## src/rtl/cpu_defs.sv

```systemverilog
// rtl/cpu_defs.sv - shared widths, fetch entry type and default reset PC
package cpu_defs;

    localparam int          INSTR_W          = 32;
    localparam int          ADDR_W           = 32;
    localparam logic [31:0] PC_STEP          = 32'd4;
    localparam logic [31:0] DEFAULT_RESET_PC = 32'h0000_0000;

    typedef struct packed {
        logic [ADDR_W-1:0]  pc;
        logic [INSTR_W-1:0] instr;
    } fetch_entry_t;

endpackage

```

## src/rtl/sync_fifo.sv

```systemverilog
// rtl/sync_fifo.sv - small synchronous FIFO with push/pop/flush and occupancy count
module sync_fifo #(
    parameter  int WIDTH = 64,
    parameter  int DEPTH = 2,
    localparam int PTR_W = (DEPTH > 1) ? $clog2(DEPTH) : 1,
    localparam int CNT_W = $clog2(DEPTH + 1)
) (
    input  logic             clk,
    input  logic             rst_n,
    input  logic             i_push,
    input  logic             i_pop,
    input  logic             i_flush,
    input  logic [WIDTH-1:0] i_wdata,
    output logic [WIDTH-1:0] o_rdata,
    output logic [CNT_W-1:0] o_count,
    output logic             o_full
);

    logic [WIDTH-1:0] r_mem [DEPTH];
    logic [PTR_W-1:0] r_wr_ptr;
    logic [PTR_W-1:0] r_rd_ptr;
    logic [CNT_W-1:0] r_count;

    // Storage is reset too so the head reads as zero straight out of reset.
    always_ff @(posedge clk or negedge rst_n) begin
        if (!rst_n) begin
            for (int i = 0; i < DEPTH; i++) begin
                r_mem[i] <= '0;
            end
            r_wr_ptr <= '0;
            r_rd_ptr <= '0;
            r_count  <= '0;
        end else if (i_flush) begin
            r_wr_ptr <= '0;
            r_rd_ptr <= '0;
            r_count  <= '0;
        end else begin
            if (i_push) begin
                r_mem[r_wr_ptr] <= i_wdata;
                r_wr_ptr        <= r_wr_ptr + PTR_W'(1);
            end
            if (i_pop) begin
                r_rd_ptr <= r_rd_ptr + PTR_W'(1);
            end
            case ({i_push, i_pop})
                2'b10:   r_count <= r_count + CNT_W'(1);
                2'b01:   r_count <= r_count - CNT_W'(1);
                default: r_count <= r_count;
            endcase
        end
    end

    assign o_rdata = r_mem[r_rd_ptr];
    assign o_count = r_count;
    assign o_full  = (r_count == CNT_W'(DEPTH));

endmodule

```

## src/rtl/ifetch_queue.sv

```systemverilog
// rtl/ifetch_queue.sv - PC generator and fetch queue feeding decode, with redirect flush
module ifetch_queue
    import cpu_defs::*;
#(
    parameter logic [31:0] RESET_PC = DEFAULT_RESET_PC,
    parameter int          DEPTH    = 2
) (
    input  logic              clk,
    input  logic              rst_n,
    output logic [ADDR_W-1:0] imem_addr,
    input  logic [INSTR_W-1:0] imem_data,
    input  logic              fetch_en,
    input  logic              redirect_valid,
    input  logic [ADDR_W-1:0] redirect_pc,
    output logic              out_valid,
    input  logic              out_ready,
    output logic [INSTR_W-1:0] out_instr,
    output logic [ADDR_W-1:0] out_pc,
    output logic              misalign_err
);

    localparam int CNT_W = $clog2(DEPTH + 1);

    logic [ADDR_W-1:0] r_pc;
    logic              r_misalign;
    logic              w_pop;
    logic              w_push;
    logic              w_full;
    logic [CNT_W-1:0]  w_count;
    fetch_entry_t      w_wr_entry;
    fetch_entry_t      w_rd_entry;

    assign w_pop  = out_valid & out_ready;
    // A full queue still accepts a fetch when the head leaves in the same cycle.
    assign w_push = fetch_en & ~redirect_valid & (~w_full | w_pop);

    assign w_wr_entry.pc    = r_pc;
    assign w_wr_entry.instr = imem_data;

    always_ff @(posedge clk or negedge rst_n) begin
        if (!rst_n) begin
            r_pc       <= RESET_PC;
            r_misalign <= 1'b0;
        end else begin
            r_misalign <= redirect_valid & (redirect_pc[1:0] != 2'b00);
            if (redirect_valid) begin
                r_pc <= {redirect_pc[ADDR_W-1:2], 2'b00};
            end else if (w_push) begin
                r_pc <= r_pc + PC_STEP;
            end
        end
    end

    sync_fifo #(
        .WIDTH ($bits(fetch_entry_t)),
        .DEPTH (DEPTH)
    ) u_fifo (
        .clk     (clk),
        .rst_n   (rst_n),
        .i_push  (w_push),
        .i_pop   (w_pop),
        .i_flush (redirect_valid),
        .i_wdata (w_wr_entry),
        .o_rdata (w_rd_entry),
        .o_count (w_count),
        .o_full  (w_full)
    );

    assign imem_addr    = r_pc;
    assign out_valid    = (w_count != '0);
    assign out_instr    = w_rd_entry.instr;
    assign out_pc       = w_rd_entry.pc;
    assign misalign_err = r_misalign;

endmodule
```

## config.mk

```make
export PLATFORM = sky130hd
export DESIGN_NAME = ifetch_queue
export DESIGN_NICKNAME = d
export VERILOG_FILES = /design/src/rtl/cpu_defs.sv /design/src/rtl/sync_fifo.sv /design/src/rtl/ifetch_queue.sv
export SDC_FILE = /design/constraint.sdc
export NUM_CORES = 1
export LEC_CHECK = 0
export BUFFER_PORTS_ARGS = -buffer_cell sky130_fd_sc_hd__buf_2
export CAP_MARGIN = 30
export CELL_PAD_IN_SITES_DETAIL_PLACEMENT = 0
export CELL_PAD_IN_SITES_GLOBAL_PLACEMENT = 1
export CORE_MARGIN = 2
export CORE_UTILIZATION = 32
export DETAILED_ROUTE_END_ITERATION = 12
export PLACE_DENSITY_LB_ADDON = 0.12
export SKIP_CTS_REPAIR_TIMING = 1
export SYNTH_ARGS = -nofsm -noshare
export SYNTH_HDL_FRONTEND = slang
export SYNTH_SLANG_ARGS = --single-unit
```

## constraint.sdc

```tcl
create_clock -name clk -period 5.3 [get_ports clk]
set_input_delay 0.53 -clock clk [delete_from_list [all_inputs] [get_ports clk]]
set_output_delay 0.53 -clock clk [all_outputs]
set_load 0.1 [all_outputs]
```

==> report_table.html, run 1 <==
<table>
<tr><th>Metric</th><th>Value</th></tr>
<tr><th colspan="2">Placement</th></tr>
<tr><td>IO Port Bufs</td><td>162</td></tr>
<tr><td>Setup Slack @ Placement</td><td>2.05 ns</td></tr>
<tr><td>Cell Count Post-Placement</td><td>1031</td></tr>
<tr><td>Cell area reported after detailed placement</td><td>8520 sq um</td></tr>
<tr><td>Routability-driven placement congestion ratio</td><td>0.730</td></tr>
<tr><td>Detailed Place HPWL</td><td>12.7 mm</td></tr>
<tr><th colspan="2">Logic synthesis</th></tr>
<tr><td>Top area cells in the synthesized netlist</td><td>sky130_fd_sc_hd__dfrtp_1, sky130_fd_sc_hd__mux2_2, sky130_fd_sc_hd__nand2_1, sky130_fd_sc_hd__o21ai_0, sky130_fd_sc_hd__nand3_1</td></tr>
<tr><td>Largest area contributor in the netlist</td><td>sky130_fd_sc_hd__dfrtp_1</td></tr>
<tr><td>Ranking of synthesized cells by instance count</td><td>sky130_fd_sc_hd__mux2_2, sky130_fd_sc_hd__dfrtp_1, sky130_fd_sc_hd__nand2_1, sky130_fd_sc_hd__nor2_1, sky130_fd_sc_hd__o21ai_0</td></tr>
<tr><td>Seq/Total Area, Yosys</td><td>0.533</td></tr>
<tr><td>Most used standard cell by instance count after synthesis</td><td>sky130_fd_sc_hd__mux2_2</td></tr>
<tr><td>Share of Yosys cell area claimed by the top area cell type</td><td>0.533</td></tr>
<tr><td>Netlist area before placement</td><td>7460 sq um</td></tr>
<tr><td>Post-synth EDFFs</td><td>0</td></tr>
<tr><td>Flops &amp; latches, synth</td><td>159</td></tr>
<tr><td>YS warnings</td><td>0</td></tr>
<tr><td>Synthesized area per cell</td><td>12.7 sq um</td></tr>
<tr><td>Dominant synthesized flop cell</td><td>sky130_fd_sc_hd__dfrtp_1</td></tr>
<tr><td>Unique masters post-synth</td><td>48</td></tr>
<tr><td>Async set-reset flop share out of synthesis</td><td>1.00</td></tr>
<tr><td>Synth Instances</td><td>587</td></tr>
<tr><th colspan="2">Floorplan</th></tr>
<tr><td>Die area</td><td>24600 sq um</td></tr>
<tr><td>IO Pins</td><td>167</td></tr>
<tr><td>Width of the die</td><td>157 um</td></tr>
<tr><td>Floorplan die height</td><td>157 um</td></tr>
<tr><td>FP Rows</td><td>55</td></tr>
<tr><td>Starting utilization of the core area</td><td>0.328</td></tr>
<tr><td>Floorplan core area</td><td>22800 sq um</td></tr>
<tr><th colspan="2">Drt</th></tr>
<tr><td># DRC</td><td>0</td></tr>
<tr><td>Number of antenna-violating nets in the routed design</td><td>0</td></tr>
<tr><td>Routed wire length per instance</td><td>18.0 um</td></tr>
<tr><td>Wirelength, routed</td><td>19.1 mm</td></tr>
<tr><td>Count of routing violations after the opening detailed-route iteration</td><td>256</td></tr>
<tr><td>Via count of the routed design</td><td>5295</td></tr>
<tr><td>Via density per instance</td><td>4.98</td></tr>
<tr><td>Number of iterations in the first detailed-routing pass</td><td>4</td></tr>
<tr><th colspan="2">Global route</th></tr>
<tr><td>Met1 routing resource usage after global routing</td><td>0.209</td></tr>
<tr><td>Met3 track demand over resource</td><td>0.0321</td></tr>
<tr><td>Overflow left after global routing</td><td>0</td></tr>
<tr><td>Vias in the first global route</td><td>5662</td></tr>
<tr><td>Largest net degree at the start of global routing</td><td>88</td></tr>
<tr><td>Grt peak-use layer</td><td>met2</td></tr>
<tr><td>Global-route wire length before repair</td><td>30.8 mm</td></tr>
<tr><td>Initial antenna violation count</td><td>1</td></tr>
<tr><td>Total routing usage reported by global routing</td><td>0.162</td></tr>
<tr><td>Met2 usage in global routing</td><td>0.273</td></tr>
<tr><th colspan="2">Critical path</th></tr>
<tr><td>Worst endpoint data arrival time</td><td>3.05 ns</td></tr>
<tr><td>Chain of cells forming the critical path</td><td>buf_2 &gt; buf_4 &gt; inv_1 &gt; nand4_1 &gt; buf_4 &gt; mux2_2</td></tr>
<tr><td>Data required time at the worst endpoint</td><td>5.60 ns</td></tr>
<tr><td>Buffer and inverter count on the worst path</td><td>4</td></tr>
<tr><td>Setup crit start kind</td><td>input port</td></tr>
<tr><td>Standard cell with the maximum stage delay on the critical path</td><td>sky130_fd_sc_hd__buf_4</td></tr>
<tr><td>Setup CP Type</td><td>in -&gt; reg</td></tr>
<tr><td>Crit path largest cell delay</td><td>0.63 ns</td></tr>
<tr><td>Crit path capture type</td><td>register</td></tr>
<tr><td>Maximum fanout along the worst path</td><td>52</td></tr>
<tr><td>Family with the most delay on the worst path</td><td>buffers and inverters</td></tr>
<tr><td>Most numerous cell on the critical path</td><td>sky130_fd_sc_hd__buf_4</td></tr>
<tr><th colspan="2">Clock tree</th></tr>
<tr><td>Worst-path clk slew</td><td>0.06 ns</td></tr>
<tr><td>Clock tree sinks</td><td>159</td></tr>
<tr><td>Max H-tree Level</td><td>4</td></tr>
<tr><td>Clock Latency Late Sink</td><td>0.42 ns</td></tr>
<tr><td>Maximum clock insertion buffer count</td><td>2</td></tr>
<tr><td>TritonCTS clock tree</td><td>done</td></tr>
<tr><td>Clock Tree Root</td><td>sky130_fd_sc_hd__clkbuf_16</td></tr>
<tr><td>Total clock buffers created by CTS</td><td>17</td></tr>
<tr><th colspan="2">Layout</th></tr>
<tr><td>Synth-to-Final Area Change</td><td>22.5%</td></tr>
<tr><td>Design area</td><td>9140 sq um</td></tr>
<tr><td>Share of the core filled with cells</td><td>0.401</td></tr>
<tr><td>Net count, final</td><td>808</td></tr>
<tr><td>Inserted Diodes</td><td>0</td></tr>
<tr><td>Layout cell share with drive strength beyond 1</td><td>0.526</td></tr>
<tr><td>Layout Cells excl Fill</td><td>1064</td></tr>
<tr><th colspan="2">Timing</th></tr>
<tr><td>Maximum frequency from static timing analysis</td><td>364 MHz</td></tr>
<tr><td>Worst Clk Skew</td><td>0.0106 ns</td></tr>
<tr><td>Count of endpoints failing hold in the final timing report</td><td>0</td></tr>
<tr><td>Transition at the pin with the smallest max-transition slack</td><td>0.909 ns</td></tr>
<tr><td>Count of final max-slew check failures</td><td>0</td></tr>
<tr><td>Period Utilization, post-route</td><td>0.518</td></tr>
<tr><td>Count of endpoints failing setup in the final report</td><td>0</td></tr>
<tr><td>Fin crit period</td><td>2.75 ns</td></tr>
<tr><td>Sum Neg Setup Slack</td><td>0 ns</td></tr>
<tr><td>Min setup slack post-route</td><td>2.55 ns</td></tr>
<tr><td>Max-slew headroom at the worst pin</td><td>0.393</td></tr>
<tr><td>Unrepaired setup endpoints after global routing</td><td>false</td></tr>
<tr><th colspan="2">Power and ir drop</th></tr>
<tr><td>Max rail drop VDD</td><td>0.000212 V</td></tr>
<tr><td>LEAKAGE</td><td>3.98 nW</td></tr>
<tr><td>Cell Pwr Density</td><td>536 nW/um^2</td></tr>
<tr><th colspan="2">Outcome</th></tr>
<tr><td>Status</td><td>finished, final reports clean</td></tr>
<tr><th colspan="2">Hold path</th></tr>
<tr><td>Worst min path class</td><td>in -&gt; async</td></tr>
<tr><th colspan="2">Flow run</th></tr>
<tr><td>Max-cap violations</td><td>0</td></tr>
</table>
state kept, by name (all words and copies together), names as in the netlist:
signal / cells
imem_addr: 30
misalign_err: 1
u_fifo.o_count: 2
u_fifo.r_mem: 124
u_fifo.r_rd_ptr: 1
u_fifo.r_wr_ptr: 1
layout by cell type (no fill, tap or decap), types with 10 or more instances in the layout:
cell                        instances
sky130_fd_sc_hd__mux2_2           181
sky130_fd_sc_hd__buf_2            161
sky130_fd_sc_hd__dfrtp_1          158
sky130_fd_sc_hd__nand2_1           29
sky130_fd_sc_hd__nor2_1            26
sky130_fd_sc_hd__o21ai_0           21
sky130_fd_sc_hd__nand3_1           20
sky130_fd_sc_hd__clkbuf_16         17
sky130_fd_sc_hd__a31oi_1           12
sky130_fd_sc_hd__nand4_1           11
sky130_fd_sc_hd__or4_1             10
metal layers:
| metal | share of wire | vias up |
|---|---|---|
| li1 | - | 2440 |
| met1 | 0.44 | 2713 |
| met2 | 0.50 | 124 |
| met3 | 0.039 | 18 |
| met4 | 0.016 | 0 |
| met5 | 0 | - |
path summary, 6_finish.rpt:
| check | cells after the start | end | slack [ns] | startpoint |
|---|---|---|---|---|
| max | 6 | u_fifo.r_mem[14]$_DFFE_PN0P_ | 2.55 | redirect_valid |
| max reg2reg | 5 | u_fifo.r_mem[69]$_DFFE_PN0P_ | 2.62 | u_fifo.o_count[1]$_DFFE_PN0P_ |
| min | 1 | u_fifo.r_mem[2]$_DFFE_PN0P_ | 0.17 | rst_n |
| min in group clk | 3 | imem_addr[12]$_DFFE_PN0P_ | 0.32 | redirect_pc[12] |
| max in group asynchronous | 2 | u_fifo.r_rd_ptr$_DFFE_PN0P_ | 4.03 | rst_n |
| min reg2reg | 2 | u_fifo.r_mem[43]$_DFFE_PN0P_ | 0.47 | u_fifo.r_mem[43]$_DFFE_PN0P_ |
area by class of cell:
| cell class | instances | area, sq um |
|---|---|---|
| inverters | 7 | 26.3 |
| clock inverters | 13 | 151 |
| fillers | 2221 | 13600 |
| repair buffers | 170 | 902 |
| flip-flops and latches | 159 | 3980 |
| multi-input cells | 383 | 3240 |
| clock buffers | 19 | 453 |
| well taps | 313 | 392 |
worst reg2reg max path, delay by kind of cell, from the launching register on:
family,cells,cell delay [ns]
AND/OR/NAND/NOR,3,1.33
flip-flops,1,0.44
buffers and inverters,1,0.38
multiplexers,1,0.42
metrics by stage:
stage | total power (W) | hold slack (ns)
3_3_place_gp | 0.00363 | 0.458
4_1_cts | 0.00497 | 0.222
6_report | 0.00490 | 0.169
2_1_floorplan | 0.00336 | 0.234
3_5_place_dp | 0.00367 | 0.471
5_1_grt | 0.00513 | 0.254
kinds of logic after synthesis:
family / Yosys count / share of synthesized area
buf+inv: 48 / 0.0355
other cells: 1 / 0.000503
simple gates: 130 / 0.0942
compound gates: 56 / 0.0486
mux: 182 / 0.274
xor+xnor: 10 / 0.0117
flops: 159 / 0.533
fa+ha+maj: 1 / 0.00168
power by group:
part           leakage, nW  internal (W)  switching (W)
clock network        0.289      0.000731       0.000534
registers             1.89       0.00151       0.000174
logic                 1.81      0.000471        0.00148
total                 3.98       0.00271        0.00219
Note: power is estimated with default switching activity, not from simulation.
==> run 2, diff against run 1 <==
- ABC_AREA: unset -> 1
- clock period: 5.3 -> 2.7 ns (I/O delays scaled with it)
==> report_table.html, run 2 <==
<table>
<tr><th>Metric</th><th>Value</th></tr>
<tr><th colspan="2">Timing</th></tr>
<tr><td>Max-slew headroom at the worst pin</td><td>0.502 (+0.108)</td></tr>
<tr><td>Maximum frequency from static timing analysis</td><td>451 MHz</td></tr>
<tr><td>Unrepaired setup endpoints after global routing</td><td>false</td></tr>
<tr><td>Count of endpoints failing hold in the final timing report</td><td>0 (unchanged)</td></tr>
<tr><td>Fin crit period</td><td>2.22 ns</td></tr>
<tr><td>Period Utilization, post-route</td><td>0.822</td></tr>
<tr><td>Worst Clk Skew</td><td>0.0120 ns (+0.00139 ns)</td></tr>
<tr><td>Count of final max-slew check failures</td><td>0 (unchanged)</td></tr>
<tr><td>Sum Neg Setup Slack</td><td>0 ns (unchanged)</td></tr>
<tr><td>Transition at the pin with the smallest max-transition slack</td><td>0.748 ns (-0.162 ns)</td></tr>
<tr><td>Count of endpoints failing setup in the final report</td><td>0 (unchanged)</td></tr>
<tr><th colspan="2">Drt</th></tr>
<tr><td>Via density per instance</td><td>4.48 (-9.9%)</td></tr>
<tr><td>Count of routing violations after the opening detailed-route iteration</td><td>397 (+55%)</td></tr>
<tr><td>Number of iterations in the first detailed-routing pass</td><td>5 (+1)</td></tr>
<tr><td>Routed wire length per instance</td><td>14.4 um (-20%)</td></tr>
<tr><td>Wirelength, routed</td><td>21.8 mm (+14%)</td></tr>
<tr><td>Number of antenna-violating nets in the routed design</td><td>0 (unchanged)</td></tr>
<tr><td>Via count of the routed design</td><td>6794 (+28%)</td></tr>
<tr><td># DRC</td><td>0 (unchanged)</td></tr>
<tr><th colspan="2">Floorplan</th></tr>
<tr><td>Die area</td><td>25700 sq um (+4.8%)</td></tr>
<tr><td>Starting utilization of the core area</td><td>0.324 (-0.00389)</td></tr>
<tr><td>Floorplan die height</td><td>160 um (+2.3%)</td></tr>
<tr><td>Floorplan core area</td><td>24200 sq um (+6.1%)</td></tr>
<tr><td>Width of the die</td><td>160 um (+2.3%)</td></tr>
<tr><td>IO Pins</td><td>167 (unchanged)</td></tr>
<tr><td>FP Rows</td><td>57 (+3.6%)</td></tr>
<tr><th colspan="2">Logic synthesis</th></tr>
<tr><td>Synth Instances</td><td>1033 (+76%)</td></tr>
<tr><td>Seq/Total Area, Yosys</td><td>0.508 (-0.0248)</td></tr>
<tr><td>Share of Yosys cell area claimed by the top area cell type</td><td>0.508 (-0.0248)</td></tr>
<tr><td>Dominant synthesized flop cell</td><td>sky130_fd_sc_hd__dfrtp_1</td></tr>
<tr><td>Post-synth EDFFs</td><td>0 (unchanged)</td></tr>
<tr><td>Async set-reset flop share out of synthesis</td><td>1.00 (unchanged)</td></tr>
<tr><td>YS warnings</td><td>0 (unchanged)</td></tr>
<tr><td>Top area cells in the synthesized netlist</td><td>sky130_fd_sc_hd__dfrtp_1, sky130_fd_sc_hd__nand2_1, sky130_fd_sc_hd__o21ai_1, sky130_fd_sc_hd__inv_1, sky130_fd_sc_hd__o21ai_0</td></tr>
<tr><td>Unique masters post-synth</td><td>33 (-31%)</td></tr>
<tr><td>Largest area contributor in the netlist</td><td>sky130_fd_sc_hd__dfrtp_1</td></tr>
<tr><td>Most used standard cell by instance count after synthesis</td><td>sky130_fd_sc_hd__nand2_1</td></tr>
<tr><td>Synthesized area per cell</td><td>7.58 sq um (-40%)</td></tr>
<tr><td>Flops &amp; latches, synth</td><td>159 (unchanged)</td></tr>
<tr><td>Netlist area before placement</td><td>7830 sq um (+4.9%)</td></tr>
<tr><td>Ranking of synthesized cells by instance count</td><td>sky130_fd_sc_hd__nand2_1, sky130_fd_sc_hd__dfrtp_1, sky130_fd_sc_hd__o21ai_1, sky130_fd_sc_hd__inv_1, sky130_fd_sc_hd__nor2_1</td></tr>
<tr><th colspan="2">Layout</th></tr>
<tr><td>Share of the core filled with cells</td><td>0.432 (+0.0305)</td></tr>
<tr><td>Flip-flop count of the largest register, all copies and words added</td><td>124 (unchanged)</td></tr>
<tr><td>Area of combinational cells with multiple inputs</td><td>3170 sq um (-1.9%)</td></tr>
<tr><td>Number of fillers in the final layout</td><td>2519 (+13%)</td></tr>
<tr><td>Net count, final</td><td>1248 (+54%)</td></tr>
<tr><td>Highest-count cells in the layout ignoring fill and taps</td><td>sky130_fd_sc_hd__nand2_1, sky130_fd_sc_hd__dfrtp_1, sky130_fd_sc_hd__o21ai_1</td></tr>
<tr><td>Layout Cells excl Fill</td><td>1515 (+42%)</td></tr>
<tr><td>Most frequent standard cell in the layout excluding fill and tap cells</td><td>sky130_fd_sc_hd__nand2_1</td></tr>
<tr><td>Footprint of the flip-flops and latches</td><td>3980 sq um (unchanged)</td></tr>
<tr><td>Synth-to-Final Area Change</td><td>33.4%</td></tr>
<tr><td>Inserted Diodes</td><td>0 (unchanged)</td></tr>
<tr><td>Layout cell share with drive strength beyond 1</td><td>0.189 (-0.337)</td></tr>
<tr><td>Register with the most flip-flops</td><td>u_fifo.r_mem</td></tr>
<tr><th colspan="2">Clock tree</th></tr>
<tr><td>Max H-tree Level</td><td>4 (unchanged)</td></tr>
<tr><td>Maximum clock insertion buffer count</td><td>2 (unchanged)</td></tr>
<tr><td>Total clock buffers created by CTS</td><td>17 (unchanged)</td></tr>
<tr><td>Clock Latency Late Sink</td><td>0.43 ns (about the same)</td></tr>
<tr><td>Clock Tree Root</td><td>sky130_fd_sc_hd__clkbuf_16</td></tr>
<tr><td>Worst-path clk slew</td><td>0.07 ns (about the same)</td></tr>
<tr><td>Clock tree sinks</td><td>159 (unchanged)</td></tr>
<tr><td>TritonCTS clock tree</td><td>done</td></tr>
<tr><th colspan="2">Placement</th></tr>
<tr><td>IO Port Bufs</td><td>162 (unchanged)</td></tr>
<tr><td>Routability-driven placement congestion ratio</td><td>0.770 (+5.4%)</td></tr>
<tr><td>Cell Count Post-Placement</td><td>1482 (+44%)</td></tr>
<tr><td>Detailed Place HPWL</td><td>15.3 mm (+20%)</td></tr>
<tr><th colspan="2">Global route</th></tr>
<tr><td>Global-route wire length before repair</td><td>36.3 mm (+18%)</td></tr>
<tr><td>Initial antenna violation count</td><td>0 (-1)</td></tr>
<tr><td>Total routing usage reported by global routing</td><td>0.177 (+0.0155)</td></tr>
<tr><td>Vias in the first global route</td><td>6817 (+20%)</td></tr>
<tr><td>Overflow left after global routing</td><td>0 (unchanged)</td></tr>
<tr><td>Largest net degree at the start of global routing</td><td>73 (-17%)</td></tr>
<tr><th colspan="2">Critical path</th></tr>
<tr><td>Standard cell with the maximum stage delay on the critical path</td><td>sky130_fd_sc_hd__buf_4</td></tr>
<tr><td>Most numerous cell on the critical path</td><td>sky130_fd_sc_hd__nand2_1</td></tr>
<tr><td>Reg-to-Reg Start</td><td>u_fifo.o_count[1]$_DFFE_PN0P_</td></tr>
<tr><td>Crit path capture type</td><td>output port</td></tr>
<tr><td>Crit path largest cell delay</td><td>0.61 ns (-0.02 ns)</td></tr>
<tr><td>Buffer and inverter count on the worst path</td><td>2 (-2)</td></tr>
<tr><td>CP Launch Point</td><td>u_fifo.r_rd_ptr$_DFFE_PN0P_</td></tr>
<tr><td>Chain of cells forming the critical path</td><td>buf_4 &gt; nand2_1 &gt; nand2_1 &gt; buf_12</td></tr>
<tr><td>Data required time at the worst endpoint</td><td>2.43 ns (-3.17 ns)</td></tr>
<tr><td>Worst endpoint data arrival time</td><td>1.95 ns (-1.10 ns)</td></tr>
<tr><td>Maximum fanout along the worst path</td><td>62 (+19%)</td></tr>
<tr><td>Setup CP Type</td><td>reg -&gt; out</td></tr>
<tr><td>Family with the most delay on the worst path</td><td>buffers and inverters</td></tr>
<tr><td>Setup crit start kind</td><td>register</td></tr>
<tr><th colspan="2">Power and ir drop</th></tr>
<tr><td>Cell Pwr Density</td><td>1290 nW/um^2 (+140%)</td></tr>
<tr><td>Max rail drop VDD</td><td>0.000590 V (+180%)</td></tr>
<tr><td>LEAKAGE</td><td>5.40 nW (+35%)</td></tr>
<tr><th colspan="2">Flow run</th></tr>
<tr><td>Max-cap violations</td><td>0 (unchanged)</td></tr>
<tr><th colspan="2">Hold path</th></tr>
<tr><td>Critical hold path startpoint</td><td>redirect_pc[0]</td></tr>
<tr><td>Worst min path class</td><td>in -&gt; reg</td></tr>
<tr><th colspan="2">Outcome</th></tr>
<tr><td>Status</td><td>finished, final reports clean</td></tr>
</table>
## run 2: path summary, 6_finish.rpt
check                      depth (start not counted)  slack, ns                      endpoint
setup / recovery                                   4       0.48                    out_pc[16]
max in group asynchronous                          3       1.50  u_fifo.r_mem[48]$_DFFE_PN0P_
setup reg to reg                                   7       0.86  u_fifo.r_mem[67]$_DFFE_PN0P_
hold / removal                                     3       0.06        misalign_err$_DFF_PN0_
hold reg to reg                                    2       0.48  u_fifo.r_mem[65]$_DFFE_PN0P_
min in group asynchronous                          2       0.40  u_fifo.r_mem[88]$_DFFE_PN0P_
## run 2: kinds of logic after synthesis
family / share of synthesized area
AOI/OAI and AO/OA: 0.115
xor gates and xnor gates: 0.0134
adders and majority gates: 0.00160
buffers and inverters: 0.0876
DFF: 0.508
other: 0.000479
and+or+nand+nor: 0.274
## run 2: tightest hold or removal path, delay by kind of cell
family | cells | cell delay [ns]
buffers and inverters | 1 | 0.07
AND/OR/NAND/NOR | 2 | 0.10
## run 2: power by group
group / switching, W / internal, W / leakage, nW / total [W]
clock network: 0.00105 / 0.00141 / 0.283 / 0.00246
registers: 0.000446 / 0.00312 / 1.97 / 0.00357
logic: 0.00516 / 0.00225 / 3.14 / 0.00741
## run 2: per-layer routing
| layer | routed length [um] | track usage | vias to the layer above |
|---|---|---|---|
| li1 | - | - | 3492 |
| met2 | 10100 | 0.287 | 158 |
| met5 | 0 | 0 | - |
| met3 | 871 | 0.0302 | 12 |
| met4 | 188 | 0.0430 | 0 |
| met1 | 10600 | 0.249 | 3132 |
## run 2: stage by stage
step,hold WS [ns],total power (W),cell area [sq um],worst slack [ns]
final,0.0550,0.0134,10400,0.482
after global routing,0.0634,0.0141,10400,0.341
after CTS,-0.151,0.0136,10400,0.448
after detailed placement,0.308,0.0111,9830,0.844
after global placement,0.317,0.0110,9830,0.869
after floorplan,-0.0256,0.00854,7840,0.525
## run 2: area by class of cell
class / instances / share of cell area
clock buffers: 18 / 0.0421
clock inverters: 14 / 0.0151
inverters: 95 / 0.0344
multi-input cells: 730 / 0.304
flip-flops and latches: 159 / 0.381
well taps: 324 / 0.0388
repair buffers: 175 / 0.184
